===== src/rtl/vram_ctrl.sv =====
// vram_ctrl: queues CPU writes to the tile-video memories, commits them only during
// blanking through one registered write port, and sequences a zeroing walk of every memory.
module vram_ctrl #(
  parameter int DEPTH = 4
) (
  input  logic        clk,
  input  logic        reset,
  input  logic        blank,
  input  logic        cpu_wr,
  input  logic [1:0]  cpu_sel,
  input  logic [9:0]  cpu_addr,
  input  logic [15:0] cpu_data,
  output logic        cpu_ready,
  input  logic        clear_req,
  output logic        busy,
  output logic        cpu_err,
  output logic        mem_we,
  output logic [1:0]  mem_sel,
  output logic [9:0]  mem_addr,
  output logic [15:0] mem_data
);
  localparam int PW = $clog2(DEPTH);

  typedef enum logic [2:0] {IDLE, CLR_PAL, CLR_TILE, CLR_PMAP, CLR_TMAP} state_t;

  function automatic logic in_range(input logic [1:0] sel, input logic [9:0] addr);
    case (sel)
      2'd0:    in_range = (addr < 10'd16);
      2'd1:    in_range = 1'b1;
      default: in_range = (addr < 10'd300);
    endcase
  endfunction

  function automatic logic [15:0] mask_data(input logic [1:0] sel, input logic [15:0] data);
    case (sel)
      2'd0:    mask_data = {4'h0, data[11:0]};
      2'd1:    mask_data = data;
      2'd2:    mask_data = {8'h00, data[7:0]};
      default: mask_data = {10'h000, data[5:0]};
    endcase
  endfunction

  state_t      r_state, w_state_nxt;
  logic [9:0]  r_cnt, w_cnt_nxt;
  logic [1:0]  w_clr_sel;
  logic [PW:0] r_wptr, r_rptr;
  logic        r_err;
  logic [1:0]  r_fifo_sel  [DEPTH];
  logic [9:0]  r_fifo_addr [DEPTH];
  logic [15:0] r_fifo_data [DEPTH];
  logic        r_mem_we;
  logic [1:0]  r_mem_sel;
  logic [9:0]  r_mem_addr;
  logic [15:0] r_mem_data;

  logic w_full, w_empty, w_accept, w_in_range, w_clear, w_push, w_pop;

  // Pointers carry one extra wrap bit so full and empty are distinguishable.
  assign w_full     = (r_wptr[PW] != r_rptr[PW]) && (r_wptr[PW-1:0] == r_rptr[PW-1:0]);
  assign w_empty    = (r_wptr == r_rptr);
  assign cpu_ready  = !w_full && (r_state == IDLE);
  assign busy       = (r_state != IDLE);
  assign cpu_err    = r_err;
  assign w_accept   = cpu_wr && cpu_ready;
  assign w_in_range = in_range(cpu_sel, cpu_addr);
  assign w_clear    = (r_state == IDLE) && clear_req;
  assign w_push     = w_accept && w_in_range && !w_clear;
  assign w_pop      = (r_state == IDLE) && !w_clear && blank && !w_empty;

  assign mem_we   = r_mem_we;
  assign mem_sel  = r_mem_sel;
  assign mem_addr = r_mem_addr;
  assign mem_data = r_mem_data;

  always_comb begin
    w_state_nxt = r_state;
    w_cnt_nxt   = r_cnt;
    w_clr_sel   = 2'd0;
    case (r_state)
      IDLE: begin
        if (clear_req) begin
          w_state_nxt = CLR_PAL;
          w_cnt_nxt   = 10'd0;
        end
      end
      CLR_PAL: begin
        w_clr_sel = 2'd0;
        if (r_cnt == 10'd15) begin
          w_state_nxt = CLR_TILE;
          w_cnt_nxt   = 10'd0;
        end else begin
          w_cnt_nxt = r_cnt + 10'd1;
        end
      end
      CLR_TILE: begin
        w_clr_sel = 2'd1;
        if (r_cnt == 10'd1023) begin
          w_state_nxt = CLR_PMAP;
          w_cnt_nxt   = 10'd0;
        end else begin
          w_cnt_nxt = r_cnt + 10'd1;
        end
      end
      CLR_PMAP: begin
        w_clr_sel = 2'd2;
        if (r_cnt == 10'd299) begin
          w_state_nxt = CLR_TMAP;
          w_cnt_nxt   = 10'd0;
        end else begin
          w_cnt_nxt = r_cnt + 10'd1;
        end
      end
      CLR_TMAP: begin
        w_clr_sel = 2'd3;
        if (r_cnt == 10'd299) begin
          w_state_nxt = IDLE;
          w_cnt_nxt   = 10'd0;
        end else begin
          w_cnt_nxt = r_cnt + 10'd1;
        end
      end
      default: begin
        w_state_nxt = IDLE;
        w_cnt_nxt   = 10'd0;
      end
    endcase
  end

  // Control state, FIFO pointers and the registered memory port.
  always_ff @(posedge clk) begin
    if (reset) begin
      r_state    <= CLR_PAL;
      r_cnt      <= 10'd0;
      r_wptr     <= '0;
      r_rptr     <= '0;
      r_err      <= 1'b0;
      r_mem_we   <= 1'b0;
      r_mem_sel  <= 2'd0;
      r_mem_addr <= 10'd0;
      r_mem_data <= 16'd0;
    end else begin
      r_state <= w_state_nxt;
      r_cnt   <= w_cnt_nxt;
      if (w_clear) begin
        r_wptr <= '0;
        r_rptr <= '0;
        r_err  <= 1'b0;
      end else begin
        if (w_push) r_wptr <= r_wptr + 1'b1;
        if (w_pop)  r_rptr <= r_rptr + 1'b1;
        if (w_accept && !w_in_range) r_err <= 1'b1;
      end
      if (r_state != IDLE) begin
        r_mem_we   <= 1'b1;
        r_mem_sel  <= w_clr_sel;
        r_mem_addr <= r_cnt;
        r_mem_data <= 16'd0;
      end else if (w_pop) begin
        r_mem_we   <= 1'b1;
        r_mem_sel  <= r_fifo_sel[r_rptr[PW-1:0]];
        r_mem_addr <= r_fifo_addr[r_rptr[PW-1:0]];
        r_mem_data <= r_fifo_data[r_rptr[PW-1:0]];
      end else begin
        r_mem_we <= 1'b0;
      end
    end
  end

  // FIFO storage holds data already masked to the target width.
  always_ff @(posedge clk) begin
    if (w_push) begin
      r_fifo_sel[r_wptr[PW-1:0]]  <= cpu_sel;
      r_fifo_addr[r_wptr[PW-1:0]] <= cpu_addr;
      r_fifo_data[r_wptr[PW-1:0]] <= mask_data(cpu_sel, cpu_data);
    end
  end

endmodule


===== config.mk =====
export PLATFORM = sky130hd
export DESIGN_NAME = vram_ctrl
export DESIGN_NICKNAME = d
export VERILOG_FILES = /design/src/rtl/vram_ctrl.sv
export SDC_FILE = /design/constraint.sdc
export NUM_CORES = 1
export LEC_CHECK = 0
export CAP_MARGIN = 30
export CORE_MARGIN = 8
export CORE_UTILIZATION = 55
export DETAILED_ROUTE_END_ITERATION = 8
export PLACE_DENSITY = 0.86
export SKIP_CTS_REPAIR_TIMING = 1
export SLEW_MARGIN = 20
export SYNTH_ARGS = -nofsm -noshare
export SYNTH_HDL_FRONTEND = slang
export SYNTH_SLANG_ARGS = --single-unit

===== constraint.sdc =====
create_clock -name clk -period 5.97 [get_ports clk]
set_clock_uncertainty 0.15 [all_clocks]
set_input_delay 0.8955 -clock clk [delete_from_list [all_inputs] [get_ports clk]]
set_output_delay 0.8955 -clock clk [all_outputs]
set_load 0.02 [all_outputs]

==> metrics.md, run 1 <==
| Metric | Value |
|---|---|
| HPWL after DPL | `9.30 mm` |
| Max frequency | `270 MHz` |
| # placed instances | `655` |
| Status | `finished, final reports clean` |
| Yosys cell types | `52` |
| Sequential area share after synthesis | `66.3%` |
| GPL Wtd Cong | `0.832` |
| CTS tree | `built` |
| Die width | `126 um` |
| First-pass GRT wire length | `22.3 mm` |
| Min-Delay Path Class | `reg2reg` |
| Synth async-reset ratio | `0%` |
| Unrepaired setup endpoints after global routing | `no` |
| Synth Area per Inst | `14.4 sq um` |
| Netlist Area Pre-Place | `6610 sq um` |
| Share of layout cells above drive strength 1 | `15.7%` |
| Routed Antenna Nets | `0` |
| Root buf cell | `clkbuf_16` |
| VDD IR max | `200 uV` |
| Synthesized flop and latch total | `163` |
| DIE AREA | `15800 sq um` |
| Final hold violations | `0` |
| Ant diodes | `0` |
| Area growth from synthesis to layout | `20.8%` |
| Crit-path slowest cell | `dfxtp_1` |
| Kind of critical path | `reg2out` |
| H-Tree Depth | `4` |
| Yosys top cell area share | `50.9%` |
| Largest net degree at the start of global routing | `29` |
| Initial antenna violation count | `0` |
| Total iterations of the first detailed-routing run | `5` |
| Synth warn | `0` |
| Cell taking the most area after synthesis | `edfxtp_1` |
| GRT overflow | `0` |
| Least-Margin Pin Slew | `967 ps` |
| PwrDens | `299 nW/um^2` |
| Synth Net Count | `499` |
| Clk buf depth | `2` |
| Cells after Synth | `460` |
| Buffers added on ports | `64` |
| TNS Setup | `0 ps` |
| Critical Path, Cell by Cell | `xor2_1, o31a_1, clkdlybuf4s50_1` |
| Area contributors post-synth | `edfxtp_1, dfxtp_1, mux4_2` |
| Nets | `568` |
| Period utilisation layout | `62.0%` |
| Vias in the first global route | `4221` |
| Core ar. | `11900 sq um` |
| Core Util, Final | `67.3%` |
| Non-filler cells, final | `689` |
| Die span in y | `126 um` |
| Critical Path End Type | `primary output` |
| Leak | `0.00254 uW` |
| CTS Buf Count | `17` |
| Vias after detailed routing | `4146` |
| Crit path time final | `3700 ps` |
| Clk pin slew, worst setup/hold paths | `60 ps` |
| Wirelength, routed | `14.1 mm` |
| # setup viols final | `0` |
| Final Slew Violations | `0` |
| Row count | `40` |
| Main synth FF type | `edfxtp_1` |
| Max-cap check violation count | `0` |
| Top fanout value on the critical path | `19` |
| All-Layer GR Usage | `18.3%` |
| WP data required | `4920 ps` |
| DRC errors left | `0` |
| CTS Sinks | `163` |
| EDFF count, synth | `112` |
| WL/cell | `20.5 um` |
| Starting DRC count in detailed routing | `611` |
| Critical Path AT | `2660 ps` |
| Worst skew pair latency | `420 ps` |
| Startpoint Class | `flop` |
| Max_slew headroom | `35.1%` |
| Post-DR vias/cell | `6.02` |
| Worst path max stage delay | `930 ps` |
| Boundary Pins | `65` |
| Initial Util | `55.7%` |
-- through the flow --
| stage | worst slack, ps | instance area, sq um | hold slack [ps] | total power (uW) |
|---|---|---|---|---|
| finish | 2270 | 7990 | 299 | 2390 |
| global route | 2150 | 7990 | 322 | 2450 |
| CTS | 2240 | 7960 | 304 | 2400 |
| detailed placement | 1860 | 7380 | 296 | 1360 |
| global placement | 1930 | 7370 | 289 | 1350 |
| floorplan | 2750 | 6610 | 312 | 1300 |
-- layer usage --
metal / wire length (um) / track usage, % / vias to the layer above / share of wire, %
li1: - / - / 1886 / -
met5: 0 / 0 / - / 0
met3: 828 / 5.23 / 13 / 5.9
met2: 7320 / 31.0 / 157 / 52
met4: 171 / 6.95 / 0 / 1.2
met1: 5800 / 21.9 / 2090 / 41
-- critical path, delay by kind of cell, from the launching register on --
family          cells  cell delay [ps]
compound gates      1              320
xor+xnor            1              330
buf+inv             1              650
flops               1              930
-- cells in the mapped netlist (3+ instances only) --
cell type	n
nor3_1	8
ha_1	6
o22ai_2	7
nor2_1	13
nand2b_1	5
nand3_1	4
buf_4	3
inv_1	8
nor2b_1	9
and2_1	9
a22oi_1	11
a21oi_1	42
buf_2	11
edfxtp_1	112
mux2i_1	3
nand2_1	72
nor4_1	4
xor2_1	4
a21boi_0	3
dfxtp_1	51
clkbuf_1	9
mux4_2	28
a31oi_1	3
-- layout by cell type (no fill, tap or decap), drive strengths merged, types with 3 or more instances in the layout --
master	instances
mux2i	3
clkdlybuf4s50	64
nand3	4
ha	6
nor2b	9
clkbuf	20
buf	11
nor3	10
a211oi	3
nor2	13
xor2	4
o22ai	7
inv	9
and2	9
mux4	28
nor4	5
a31oi	3
o21ai	3
edfxtp	112
nand2	73
clkinv	7
a22oi	11
a21boi	3
nand2b	5
a21oi	42
dfxtp	51
-- power breakdown --
| group | internal [uW] | switching (uW) |
|---|---|---|
| clock network | 627 | 427 |
| registers | 1210 | 9.14 |
| logic | 48.8 | 63.9 |
-- worst paths after layout --
| kind | from | end | slack [ps] | cells after the start |
|---|---|---|---|---|
| setup / recovery | r_rptr[1] | cpu_ready | 2270 | 3 |
| hold / removal | mem_addr[4] | mem_addr[4] | 300 | 2 |
| setup reg to reg | r_rptr[1] | r_fifo_addr[0][2] | 2610 | 6 |
| hold reg to reg | mem_addr[4] | mem_addr[4] | 300 | 2 |
-- layout make-up --
cell class	count	area, sq um
Sequential cell	163	4380
Fill cell	784	3870
Multi-Input combinational cell	264	2070
Timing Repair Buffer	75	738
Clock buffer	20	447
Tap cell	147	184
Clock inverter	12	133
Inverter	8	30.0
-- state kept, by name (all words and copies together) (netlist names), 3 cells and up, named ones only --
signal	count
r_rptr	3
mem_addr	10
r_cnt	10
r_wptr	3
r_fifo_data	64
r_fifo_sel	8
mem_data	16
r_state	3
r_fifo_addr	40
-- kinds of logic after synthesis --
family,after synthesis,synth area share (%)
simple gates,131,9.37
fa+ha+maj,6,1.14
xor+xnor,6,0.795
mux,31,9.99
buf+inv,33,2.37
flops,163,66.3
compound gates,90,10.0
Power figures use the tool's default switching activity.
==> inputs of run 2 (changes only) <==
==> constraint.sdc (replaced) <==
create_clock -name clk -period 3.8 [get_ports clk]
set_clock_uncertainty 0.15 [all_clocks]
set_input_delay 0.57 -clock clk [delete_from_list [all_inputs] [get_ports clk]]
set_output_delay 0.57 -clock clk [all_outputs]
set_load 0.02 [all_outputs]
==> run 2 against run 1 <==
Against the previous run:
- first-iteration DRC count down 22%
- sequential power rose by 57%
- register-to-register slack worse by 1600 ps
- clock power grew 46%
- non-clock buffer count is 5 higher
- count of clock-buffer cells in the layout stayed put
- critical path depth is the same
- largest cell class unchanged
==> metrics.md, run 2 (synthesis results as in run 1) <==
| Metric | Value |
|---|---|
| Core ar. | `11900 sq um` |
| Most common cell after layout, fill and taps aside | `edfxtp_1` |
| GR peak layer | `met2` |
| Total iterations of the first detailed-routing run | `5` |
| Startpoint Class | `flop` |
| Post-DR vias/cell | `5.97` |
| Boundary Pins | `65` |
| Grt met3 use | `5.36%` |
| Die width | `126 um` |
| Kind of critical path | `reg2out` |
| Clk buf depth | `2` |
| RR Startpoint | `r_rptr[1]` |
| Hold depth | `2` |
| Max FFs per register | `64` |
| Final hold violations | `0` |
| Worst path max stage delay | `700 ps` |
| DIE AREA | `15800 sq um` |
| Period utilisation layout | `79.6%` |
| CTS Sinks | `163` |
| Die span in y | `126 um` |
| Met1 usage | `21.4%` |
| Worst skew pair latency | `410 ps` |
| TNS Setup | `0 ps` |
| Buffers added on ports | `64` |
| Largest net degree at the start of global routing | `29` |
| Max_slew headroom | `47.2%` |
| Starting DRC count in detailed routing | `474` |
| Share of layout cells above drive strength 1 | `15.9%` |
| DRC errors left | `0` |
| Root buf cell | `clkbuf_16` |
| Hold_sp | `mem_addr[5]` |
| HPWL after DPL | `9.90 mm` |
| Unrepaired setup endpoints after global routing | `no` |
| GPL Wtd Cong | `0.827` |
| Initial antenna violation count | `0` |
| Critical Path AT | `2300 ps` |
| R2R depth | `7` |
| VDD IR max | `418 uV` |
| Crit path time final | `3020 ps` |
| Most frequent cells in the layout | `edfxtp_1, nand2_1, clkdlybuf4s50_1, dfxtp_1, a21oi_1` |
| First-pass GRT wire length | `22.9 mm` |
| Routed Antenna Nets | `0` |
| WL/cell | `21.1 um` |
| Crit-path slowest cell | `clkdlybuf4s50_1` |
| PwrDens | `456 nW/um^2` |
| Initial Util | `55.7%` |
| Final instance area | `7960 sq um` |
| Setup crit start | `r_state[1]` |
| CTS Buf Count | `17` |
| Area growth from synthesis to layout | `20.4%` |
| Top fanout value on the critical path | `13` |
| Row count | `40` |
| Wirelength, routed | `14.6 mm` |
| All-Layer GR Usage | `19.1%` |
| Nets | `573` |
| # setup viols final | `0` |
| CTS tree | `built` |
| WP data required | `3080 ps` |
| Tot Pwr | `3630 uW` |
| Max-cap check violation count | `0` |
| Placed inst area | `7430 sq um` |
| GR Layer Usage met2 | `33.3%` |
| Ant diodes | `0` |
| Critical Path End Type | `primary output` |
| Leak | `0.00254 uW` |
| Max frequency | `331 MHz` |
| Clk pin slew, worst setup/hold paths | `60 ps` |
| Min-Delay Path Class | `reg2reg` |
| Status | `finished, final reports clean` |
| Critical Path, Cell by Cell | `nor3_2, inv_1, clkdlybuf4s50_1` |
| Vias in the first global route | `4275` |
| Final Slew Violations | `0` |
| GRT overflow | `0` |
| Vias after detailed routing | `4144` |
| H-Tree Depth | `4` |
| Least-Margin Pin Slew | `791 ps` |
==> run 2: final timing paths <==
| path | slack (ps) | endpoint |
|---|---|---|
| setup / recovery | 780 | busy |
| hold reg to reg | 300 | mem_addr[5] |
| setup reg to reg | 1040 | r_fifo_data[2][3] |
| hold / removal | 300 | mem_addr[5] |
==> run 2: worst max-delay path, delay by kind of cell (launching register included) <==
family                 cells  cell delay (ps)
buffers and inverters      2             1090
AND/OR/NAND/NOR            1              150
flip-flops                 1              640
==> run 2: layout make-up <==
cell class	instances	area (sq um)
timing repair buffer	80	764
tap	147	184
clock inverter	12	90.1
multi-input combinational	264	2070
sequential	163	4380
inverter	8	30.0
fill	761	3900
clock buffer	20	437
==> run 2: report_power, final <==
group          switching, uW  internal (uW)
logic                    102           77.1
clock network            642            889
registers               15.3           1910
total                    759           2870
==> run 2: through the flow <==
| stage | utilization, % | worst slack [ps] | hold WS, ps | cells |
|---|---|---|---|---|
| global placement | 62.6 | 540 | 291 | 661 |
| CTS | 67.1 | 776 | 303 | 694 |
| detailed placement | 62.7 | 443 | 295 | 662 |
| global route | 67.1 | 658 | 321 | 694 |
| floorplan | - | 834 | 312 | 460 |
| finish | 67.1 | 775 | 300 | 694 |
==> run 2: metal layers <==
layer / vias to the layer above / part of all wire, % / wire, um
li1: 1887 / - / -
met1: 2090 / 39 / 5780
met2: 135 / 53 / 7710
met3: 32 / 5.6 / 815
met4: 0 / 2.3 / 335
met5: - / 0 / 0
==> inputs of run 3 (changes only) <==
--- a/config.mk
+++ b/config.mk
@@ -7,9 +7,9 @@
 export LEC_CHECK = 0
 export CAP_MARGIN = 30
 export CORE_MARGIN = 8
-export CORE_UTILIZATION = 55
+export CORE_UTILIZATION = 51
 export DETAILED_ROUTE_END_ITERATION = 8
-export PLACE_DENSITY = 0.86
+export PLACE_DENSITY = 0.84
 export SKIP_CTS_REPAIR_TIMING = 1
 export SLEW_MARGIN = 20
 export SYNTH_ARGS = -nofsm -noshare
==> constraint.sdc (replaced) <==
create_clock -name clk -period 2.71 [get_ports clk]
set_clock_uncertainty 0.15 [all_clocks]
set_input_delay 0.4065 -clock clk [delete_from_list [all_inputs] [get_ports clk]]
set_output_delay 0.4065 -clock clk [all_outputs]
set_load 0.02 [all_outputs]
==> run 3 against run 2 <==
Against the previous run:
- critical path depth is 1 higher
- global-route usage down 0.90 points
- cell count rose by 6.3%
- first-iteration DRC count is 21% lower
- largest cell class unchanged
- largest power group unchanged
==> metrics.md, run 3 (synthesis results as in run 1) <==
| Metric | Value |
|---|---|
| Status | `finished, final reports clean` |
| TNS Setup | `0 ps` |
| Startpoint Class | `flop` |
| Max-cap check violation count | `0` |
| CTS tree | `built` |
| Total iterations of the first detailed-routing run | `7` |
| Max FFs per register | `64` |
| Min-Delay Path Class | `reg2reg` |
| Ant diodes | `0` |
| Leak | `0.00266 uW` |
| Placed inst area | `7670 sq um` |
| Final instance area | `8200 sq um` |
| Share of layout cells above drive strength 1 | `19.4%` |
| H-Tree Depth | `4` |
| Max frequency | `384 MHz` |
| WP data required | `2150 ps` |
| Hold_sp | `mem_data[2]` |
| Clk buf depth | `2` |
| GRT overflow | `0` |
| Least-Margin Pin Slew | `799 ps` |
| Top fanout value on the critical path | `12` |
| Critical Path AT | `2050 ps` |
| R2R depth | `6` |
| Buffers added on ports | `64` |
| Vias after detailed routing | `4154` |
| Starting DRC count in detailed routing | `375` |
| Hold Path End | `mem_data[2]` |
| CTS Buf Count | `17` |
| Worst skew pair latency | `420 ps` |
| PwrDens | `619 nW/um^2` |
| RR Startpoint | `r_state[2]` |
| Row count | `41` |
| First-pass GRT wire length | `22.9 mm` |
| R2R Path End | `r_fifo_addr[2][1]` |
| Clk pin slew, worst setup/hold paths | `60 ps` |
| CTS Sinks | `163` |
| Root buf cell | `clkbuf_16` |
| Period utilisation layout | `96.2%` |
| Initial Util | `52.4%` |
| Largest net degree at the start of global routing | `26` |
| HPWL after DPL | `9.57 mm` |
| GPL Wtd Cong | `0.827` |
| Flop-to-flop setup slack | `400 ps` |
| Most common cell after layout, fill and taps aside | `edfxtp_1` |
| Unrepaired setup endpoints after global routing | `no` |
| Routed Antenna Nets | `0` |
| WL/cell | `19.2 um` |
| All-Layer GR Usage | `18.2%` |
| Wirelength, routed | `14.1 mm` |
| DRC errors left | `0` |
| Critical Path End Type | `primary output` |
| Max_slew headroom | `46.7%` |
| Nets | `592` |
| # setup viols final | `0` |
| DIE AREA | `16900 sq um` |
| Initial antenna violation count | `0` |
| Post-DR vias/cell | `5.63` |
| Final hold violations | `0` |
| Vias in the first global route | `4414` |
| Non-filler cells, final | `738` |
| VDD IR max | `627 uV` |
| Kind of critical path | `reg2out` |
| Area growth from synthesis to layout | `24.0%` |
| Final Slew Violations | `0` |
| Core ar. | `12600 sq um` |
| Die width | `130 um` |
| Die span in y | `130 um` |
| Crit path time final | `2610 ps` |
| Boundary Pins | `65` |
| Hold depth | `2` |
| Most frequent cells in the layout | `edfxtp_1, nand2_1, clkdlybuf4s50_1, dfxtp_1, a21oi_1` |
| # placed instances | `706` |
-- run 3: cell count changes in the layout (fill, tap and decap cells not counted), moves of 2 or more --
cell / previous run / this run
clkbuf_1: 3 / 5
xor2_1: 4 / 2
clkbuf_8: 0 / 3
and2_2: 0 / 3
xor2_2: 0 / 2
buf_12: 0 / 4
buf_4: 15 / 31
clkinv_2: 5 / 3
and2_1: 9 / 6
-- run 3: critical path, stage by stage (launching register included) --
cell and delay (ps):
dfxtp_1 610, nor3_2 110, buf_4 170, inv_1 110, clkdlybuf4s50_1 630
-- run 3: stage by stage --
step | hold WS [ps] | utilization, % | power, uW | worst slack, ps
global placement | 292 | 60.8 | 3000 | -8.60
detailed placement | 298 | 60.8 | 3010 | -7.58
floorplan | 312 | - | 2870 | -96.1
global route | 330 | 65.0 | 5230 | 19.5
CTS | 305 | 64.9 | 5100 | 71.5
finish | 305 | 65.0 | 5070 | 104
-- run 3: routing by layer --
| layer | routed length [um] | vias to the layer above | part of all wire, % | global-route usage (%) |
|---|---|---|---|---|
| li1 | - | 1932 | - | - |
| met1 | 5630 | 2044 | 40 | 20.7 |
| met2 | 7450 | 156 | 53 | 32.1 |
| met3 | 787 | 22 | 5.6 | 4.53 |
| met4 | 269 | 0 | 1.9 | 7.92 |
| met5 | 0 | - | 0 | 0 |
-- run 3: layout make-up --
cell class	instances	area (sq um)
multi-input combinational	264	2090
tap	172	215
timing repair buffer	99	956
clock inverter	7	33.8
clock buffer	25	485
inverter	8	30.0
sequential	163	4390
fill	906	4420
-- run 3: report_power, final --
group          switching, uW  internal [uW]  leakage, uW  total (uW)
logic                    144            121     0.000984         266
clock network            880           1230     0.000254        2110
registers               21.1           2680      0.00142        2700
total                   1050           4030      0.00266        5070
-- run 3: worst max-delay path by stage --
stage / start / endpoint / slack [ps] / cells past startpoint
global placement: cpu_addr[3] / r_fifo_addr[2][5] / -9 / 8
finish: r_state[0] / busy / 100 / 4
floorplan: r_rptr[0] / r_fifo_addr[3][0] / -100 / 5
CTS: r_state[2] / cpu_ready / 70 / 3
detailed placement: cpu_addr[3] / r_fifo_addr[1][1] / -8 / 8
global route: r_state[0] / busy / 20 / 4
